`src/rtl/mem_arbiter_pkg.sv`:
```
// mem_arbiter_pkg: state encoding, port indices and default widths shared by the mem_arbiter files.
package mem_arbiter_pkg;
    typedef enum logic [1:0] {IDLE, ISSUE, DATA, LOCKED} state_t;
    localparam logic PORT0 = 1'b0;
    localparam logic PORT1 = 1'b1;
    localparam int DEF_ADDR_WIDTH = 16;
    localparam int DEF_DATA_WIDTH = 8;
endpackage

```
`src/rtl/mem_arbiter_rr_pick2.sv`:
```
// mem_arbiter_rr_pick2: two-way round-robin chooser, a contested grant goes to the port not served last.
module mem_arbiter_rr_pick2 (
    input  logic [1:0] pending,
    input  logic       last_served,
    output logic       grant,
    output logic       grant_idx
);
    always_comb begin
        grant     = |pending;
        grant_idx = &pending ? ~last_served : pending[1];
    end
endmodule

```
`src/rtl/mem_arbiter.sv`:
```
// mem_arbiter: round-robin arbiter sharing one single-port byte memory between two clients, one access in flight.
// Define MEM_ARB_LOCK_EN to add p0_lock/p1_lock, letting a granted locked port keep the memory for bursts.
module mem_arbiter
    import mem_arbiter_pkg::*;
#(
    parameter int ADDR_WIDTH = DEF_ADDR_WIDTH,
    parameter int DATA_WIDTH = DEF_DATA_WIDTH
) (
    input  logic                  clk,
    input  logic                  rst,
    input  logic                  p0_read,
    input  logic                  p0_write,
    input  logic [ADDR_WIDTH-1:0] p0_addr,
    input  logic [DATA_WIDTH-1:0] p0_wdata,
    output logic                  p0_ack,
    output logic                  p0_rvalid,
    input  logic                  p1_read,
    input  logic                  p1_write,
    input  logic [ADDR_WIDTH-1:0] p1_addr,
    input  logic [DATA_WIDTH-1:0] p1_wdata,
    output logic                  p1_ack,
    output logic                  p1_rvalid,
`ifdef MEM_ARB_LOCK_EN
    input  logic                  p0_lock,
    input  logic                  p1_lock,
`endif
    output logic [DATA_WIDTH-1:0] rdata,
    output logic                  mem_read,
    output logic                  mem_write,
    output logic [ADDR_WIDTH-1:0] mem_addr,
    output logic [DATA_WIDTH-1:0] mem_wdata,
    input  logic [DATA_WIDTH-1:0] mem_rdata
);
    state_t                state;
    logic                  owner, last_served, locked, grant, gidx, sel_write, sel_lock;
    logic [1:0]            pend, cand;
    logic [ADDR_WIDTH-1:0] sel_addr;
    logic [DATA_WIDTH-1:0] sel_wdata;

    assign rdata = mem_rdata;
    assign pend  = {p1_read | p1_write, p0_read | p0_write};

`ifdef MEM_ARB_LOCK_EN
    // while the holder keeps its lock high, only the holder is eligible
    assign cand     = (state == LOCKED && (owner ? p1_lock : p0_lock)) ? pend & (owner ? 2'b10 : 2'b01) : pend;
    assign sel_lock = gidx ? p1_lock : p0_lock;
`else
    assign cand     = pend;
    assign sel_lock = 1'b0;
`endif

    mem_arbiter_rr_pick2 u_pick (
        .pending     (cand),
        .last_served (last_served),
        .grant       (grant),
        .grant_idx   (gidx)
    );

    // a port asserting read and write together is served as a write
    always_comb begin
        sel_write = gidx ? p1_write : p0_write;
        sel_addr  = gidx ? p1_addr  : p0_addr;
        sel_wdata = gidx ? p1_wdata : p0_wdata;
    end

    always_ff @(posedge clk or posedge rst) begin
        if (rst) begin
            state       <= IDLE;
            owner       <= PORT0;
            last_served <= PORT1;
            locked      <= 1'b0;
            mem_read    <= 1'b0;
            mem_write   <= 1'b0;
            mem_addr    <= '0;
            mem_wdata   <= '0;
            p0_ack      <= 1'b0;
            p1_ack      <= 1'b0;
            p0_rvalid   <= 1'b0;
            p1_rvalid   <= 1'b0;
        end else begin
            mem_read  <= 1'b0;
            mem_write <= 1'b0;
            p0_ack    <= 1'b0;
            p1_ack    <= 1'b0;
            p0_rvalid <= 1'b0;
            p1_rvalid <= 1'b0;
            case (state)
                IDLE, LOCKED: if (grant) begin
                    owner       <= gidx;
                    last_served <= gidx;
                    locked      <= sel_lock;
                    mem_write   <= sel_write;
                    mem_read    <= ~sel_write;
                    mem_addr    <= sel_addr;
                    mem_wdata   <= sel_wdata;
                    p0_ack      <= gidx == PORT0;
                    p1_ack      <= gidx == PORT1;
                    state       <= ISSUE;
                end
                ISSUE: begin
                    p0_rvalid <= mem_read && owner == PORT0;
                    p1_rvalid <= mem_read && owner == PORT1;
                    state     <= mem_read ? DATA : (locked ? LOCKED : IDLE);
                end
                default: state <= locked ? LOCKED : IDLE;
            endcase
        end
    end
endmodule

```
`config.mk`:
```
export PLATFORM = sky130hd
export DESIGN_NAME = mem_arbiter
export DESIGN_NICKNAME = d
export VERILOG_FILES = /design/src/rtl/mem_arbiter_pkg.sv /design/src/rtl/mem_arbiter_rr_pick2.sv /design/src/rtl/mem_arbiter.sv
export SDC_FILE = /design/constraint.sdc
export NUM_CORES = 1
export LEC_CHECK = 0
export ABC_AREA = 1
export CAP_MARGIN = 20
export CORE_UTILIZATION = 35
export CTS_CLUSTER_SIZE = 16
export DETAILED_ROUTE_END_ITERATION = 10
export PLACE_DENSITY_LB_ADDON = 0.12
export SLEW_MARGIN = 40
export SYNTH_ARGS = -nofsm -noshare
export SYNTH_HDL_FRONTEND = slang
export SYNTH_SLANG_ARGS = --single-unit
```
`constraint.sdc`:
```
create_clock -name clk -period 1.2 [get_ports clk]
set_input_delay 0.36 -clock clk [delete_from_list [all_inputs] [get_ports clk]]
set_output_delay 0.36 -clock clk [all_outputs]
set_load 0.01 [all_outputs]
```
==> summary.txt <==
Global route
  • Gr usage total: 18.62%
  • First-pass GRT wire length: 7.583 mm
  • Initial antenna violation count: 0
  • Largest net degree at the start of global routing: 21
  • Vias in the first global route: 1664
  • Grt total ovfl: 0

CTS
  • CTS tree: yes
  • # H-tree levels: 2
  • TritonCTS Buffers: 5
  • Root Buffer: clkbuf_8
  • Max Buffers Root-to-Sink: 2
  • CTS Hold Bufs: 0
  • Clk sinks: 34
  • Skew-Pair Late Insertion Delay: 0.28 ns
  • Reg clk slew, reported paths: 0.07 ns

Synthesis
  • Synth Register Bits: 34
  • Synth Instances: 238
  • Cell taking the most area after synthesis: dfrtp_1
  • Synth warn: 0
  • Area contributors post-synth: dfrtp_1, nand2_1, nand3_1
  • Post-synthesis cell area: 1799 sq um
  • Yosys top cell area share: 45.90%
  • Synthesized Nets: 301
  • Syn_area_per_cell: 7.560 sq um
  • Post-synthesis cell type count: 18
  • Post-synthesis sequential area ratio: 47.36%

Routing
  • Routed len/inst: 13.06 microns
  • DRC violation total after the first TritonRoute iteration: 46
  • Total Wirelength: 5.444 mm
  • Post-detailed-route via-to-cell ratio: 4.588
  • Remaining DRCs: 0
  • Vias post-DR: 1913
  • Antenna Nets Post-Route: 0
  • Drt first pass iters: 4

STA
  • FMAX: 790.4 MHz
  • Rel. slew slack: 85.27%
  • Worst Tran Pin Value: 0.2201 ns
  • RSZ-0062 raised after global routing: yes
  • Clock Skew: 0.004899 ns
  • Final setup fails: 23
  • Tcrit/Tclk final: 105.4%
  • Setup ws final: -0.06520 ns
  • Final Critical Period: 1.265 ns
  • Final Max Tran Viols: 0
  • Hold Fails Final Rpt: 0

Worst setup path
  • R2r setup slk: -0.07 ns
  • Worst EP required: 1.37 ns
  • Critical path capture point type: register
  • RR Endpoint: mem_addr[7]
  • Crit-path max FO: 5
  • Reg2reg path depth: 7
  • R2R Path Start: state[1]
  • Kind of critical path: register to register
  • Worst EP arrival: 1.44 ns
  • Startpoint type of the worst setup path: register

Status
  • Status: finished, violations left
  • Failing checks: negative setup slack

Floorplan
  • IO Count: 100
  • Core box area: 4848 sq um
  • Initial Utilization: 37.11%
  • Chip height: 73.70 microns
  • Die footprint: 5432 sq um
  • Die width: 73.70 microns
  • # rows: 25

Cells and area
  • N_diodes: 0
  • Filler instances: 455
  • Final non-filler cell total: 417
  • Share of layout cells above drive strength 1: 35.14%
  • Layout area overhead: 75.03%
  • Nets: 412

Worst hold path
  • Worst min path class: input port to asynchronous set/reset pin

Place
  • Dpl cells: 396
  • PortBufs: 83
  • DP HPWL: 3.595 mm
  • Routability congestion estimate: 0.7829
  • Worst slack, placed: -0.4899 ns

Pwr
  • Leakage power figure: 0.001700 uW
  • PD cells: 2558 nW/um^2
  • VDD IR max: 1.617 mV
  • Pwr Total: 8055 uW

Job
  • MaxCap Viol Count: 0
## power by group
group / total [uW] / switching (uW) / internal [uW]
clock: 1020 / 414 / 611
sequential: 2030 / 294 / 1730
combinational: 5000 / 2530 / 2480
total: 8060 / 3230 / 4820
## per-layer routing
layer | track usage (%) | part of all wire (%)
met1 | 23.17 | 41
met5 | 0 | 0
met2 | 31.40 | 52
met3 | 5.487 | 6.1
met4 | 4.915 | 0.83
## synthesized netlist by cell type, drive strengths merged
library cell and instances:
nand2 69, nand3 48, inv 46, dfrtp 33, buf 19, nor2 7, nand4 6, o21ai 5
a21oi 3, dfstp 1, ha 1
## how the worst max path moves through the flow
stage              from      endpoint  slack, ns
6_report       state[1]   mem_addr[7]      -0.07
5_1_grt        state[1]  mem_addr[10]      -0.11
4_1_cts        state[0]   mem_addr[9]      -0.04
3_5_place_dp   p0_write   mem_addr[3]      -0.49
3_3_place_gp   p0_write   mem_addr[3]      -0.47
2_1_floorplan  state[0]  mem_addr[14]       0.03
## stage by stage
| stage | area (sq um) | util, % | hold slack, ns | TNS, ns |
|---|---|---|---|---|
| 2_1_floorplan | 1812 | - | 0.4031 | 0 |
| 3_3_place_gp | 2816 | 58.09 | 0.4201 | -14.72 |
| 3_5_place_dp | 2816 | 58.09 | 0.4226 | -14.98 |
| 5_1_grt | 3149 | 64.95 | 0.4324 | -2.207 |
| 4_1_cts | 2873 | 59.25 | 0.3990 | -0.3229 |
| 6_report | 3149 | 64.95 | 0.4152 | -0.9068 |
## worst max-delay path, cell delays in order (launching register included)
cell       delay [ns]
dfrtp_1          0.39
inv_2            0.07
ha_4             0.23
nand2_8          0.11
clkinv_8         0.08
clkbuf_16        0.16
nand3_2          0.06
nand2_1          0.05
## cells in the final DEF (no fill, tap or decap), types with 2 or more instances in the layout
cell type and instances:
buf_6 10, dlygate4sd2_1 4, nand2_1 56, nand2_2 9, nor2_2 3, dfrtp_1 33, clkdlybuf4s50_1 49, buf_4 26
clkbuf_8 5, inv_2 3, nand3_2 19, nand2_4 3, nor2_1 3, clkbuf_16 3, clkinv_2 2, nand3_1 29
inv_1 42, a21oi_1 2, buf_2 29, o21ai_0 2, buf_12 2, nand4_1 6
## state kept, by name (all words and copies together), names as in the netlist
name / flops
last_served: 1
mem_addr: 16
mem_write: 1
p1_ack: 1
p0_rvalid: 1
p0_ack: 1
p1_rvalid: 1
owner: 1
mem_read: 1
mem_wdata: 8
state: 2
## final cells by class
cell class	count	area [sq um]	area share, %
Clock buffer	5	68.82	2.185
Sequential cell	34	852.1	27.06
Clock inverter	3	40.04	1.271
Inverter	46	185.2	5.880
Tap cell	67	83.83	2.662
Timing Repair Buffer	123	1094	34.72
Multi-Input combinational cell	139	825.8	26.22
## cell families (layout without fill, tap and decap cells)
logic type / count (synthesis) / count (layout) / share of synthesized area [%]
and+or+nand+nor: 130 / 130 / 32.55
buffers and inverters: 65 / 177 / 16.55
DFF: 34 / 34 / 47.36
AOI/OAI and AO/OA: 8 / 8 / 2.851
adders and majority gates: 1 / 1 / 0.6953
## repair_timing
item | in CTS | in global routing
endpoints found under the hold margin | 0 | 0
pin swaps | 4 | 25
resized for setup | 139 | 41
setup buffers | 7 | 2
cloned | 0 | 4
endpoints found under the setup margin | 61 | 33
Note: power is estimated with default switching activity, not from simulation.
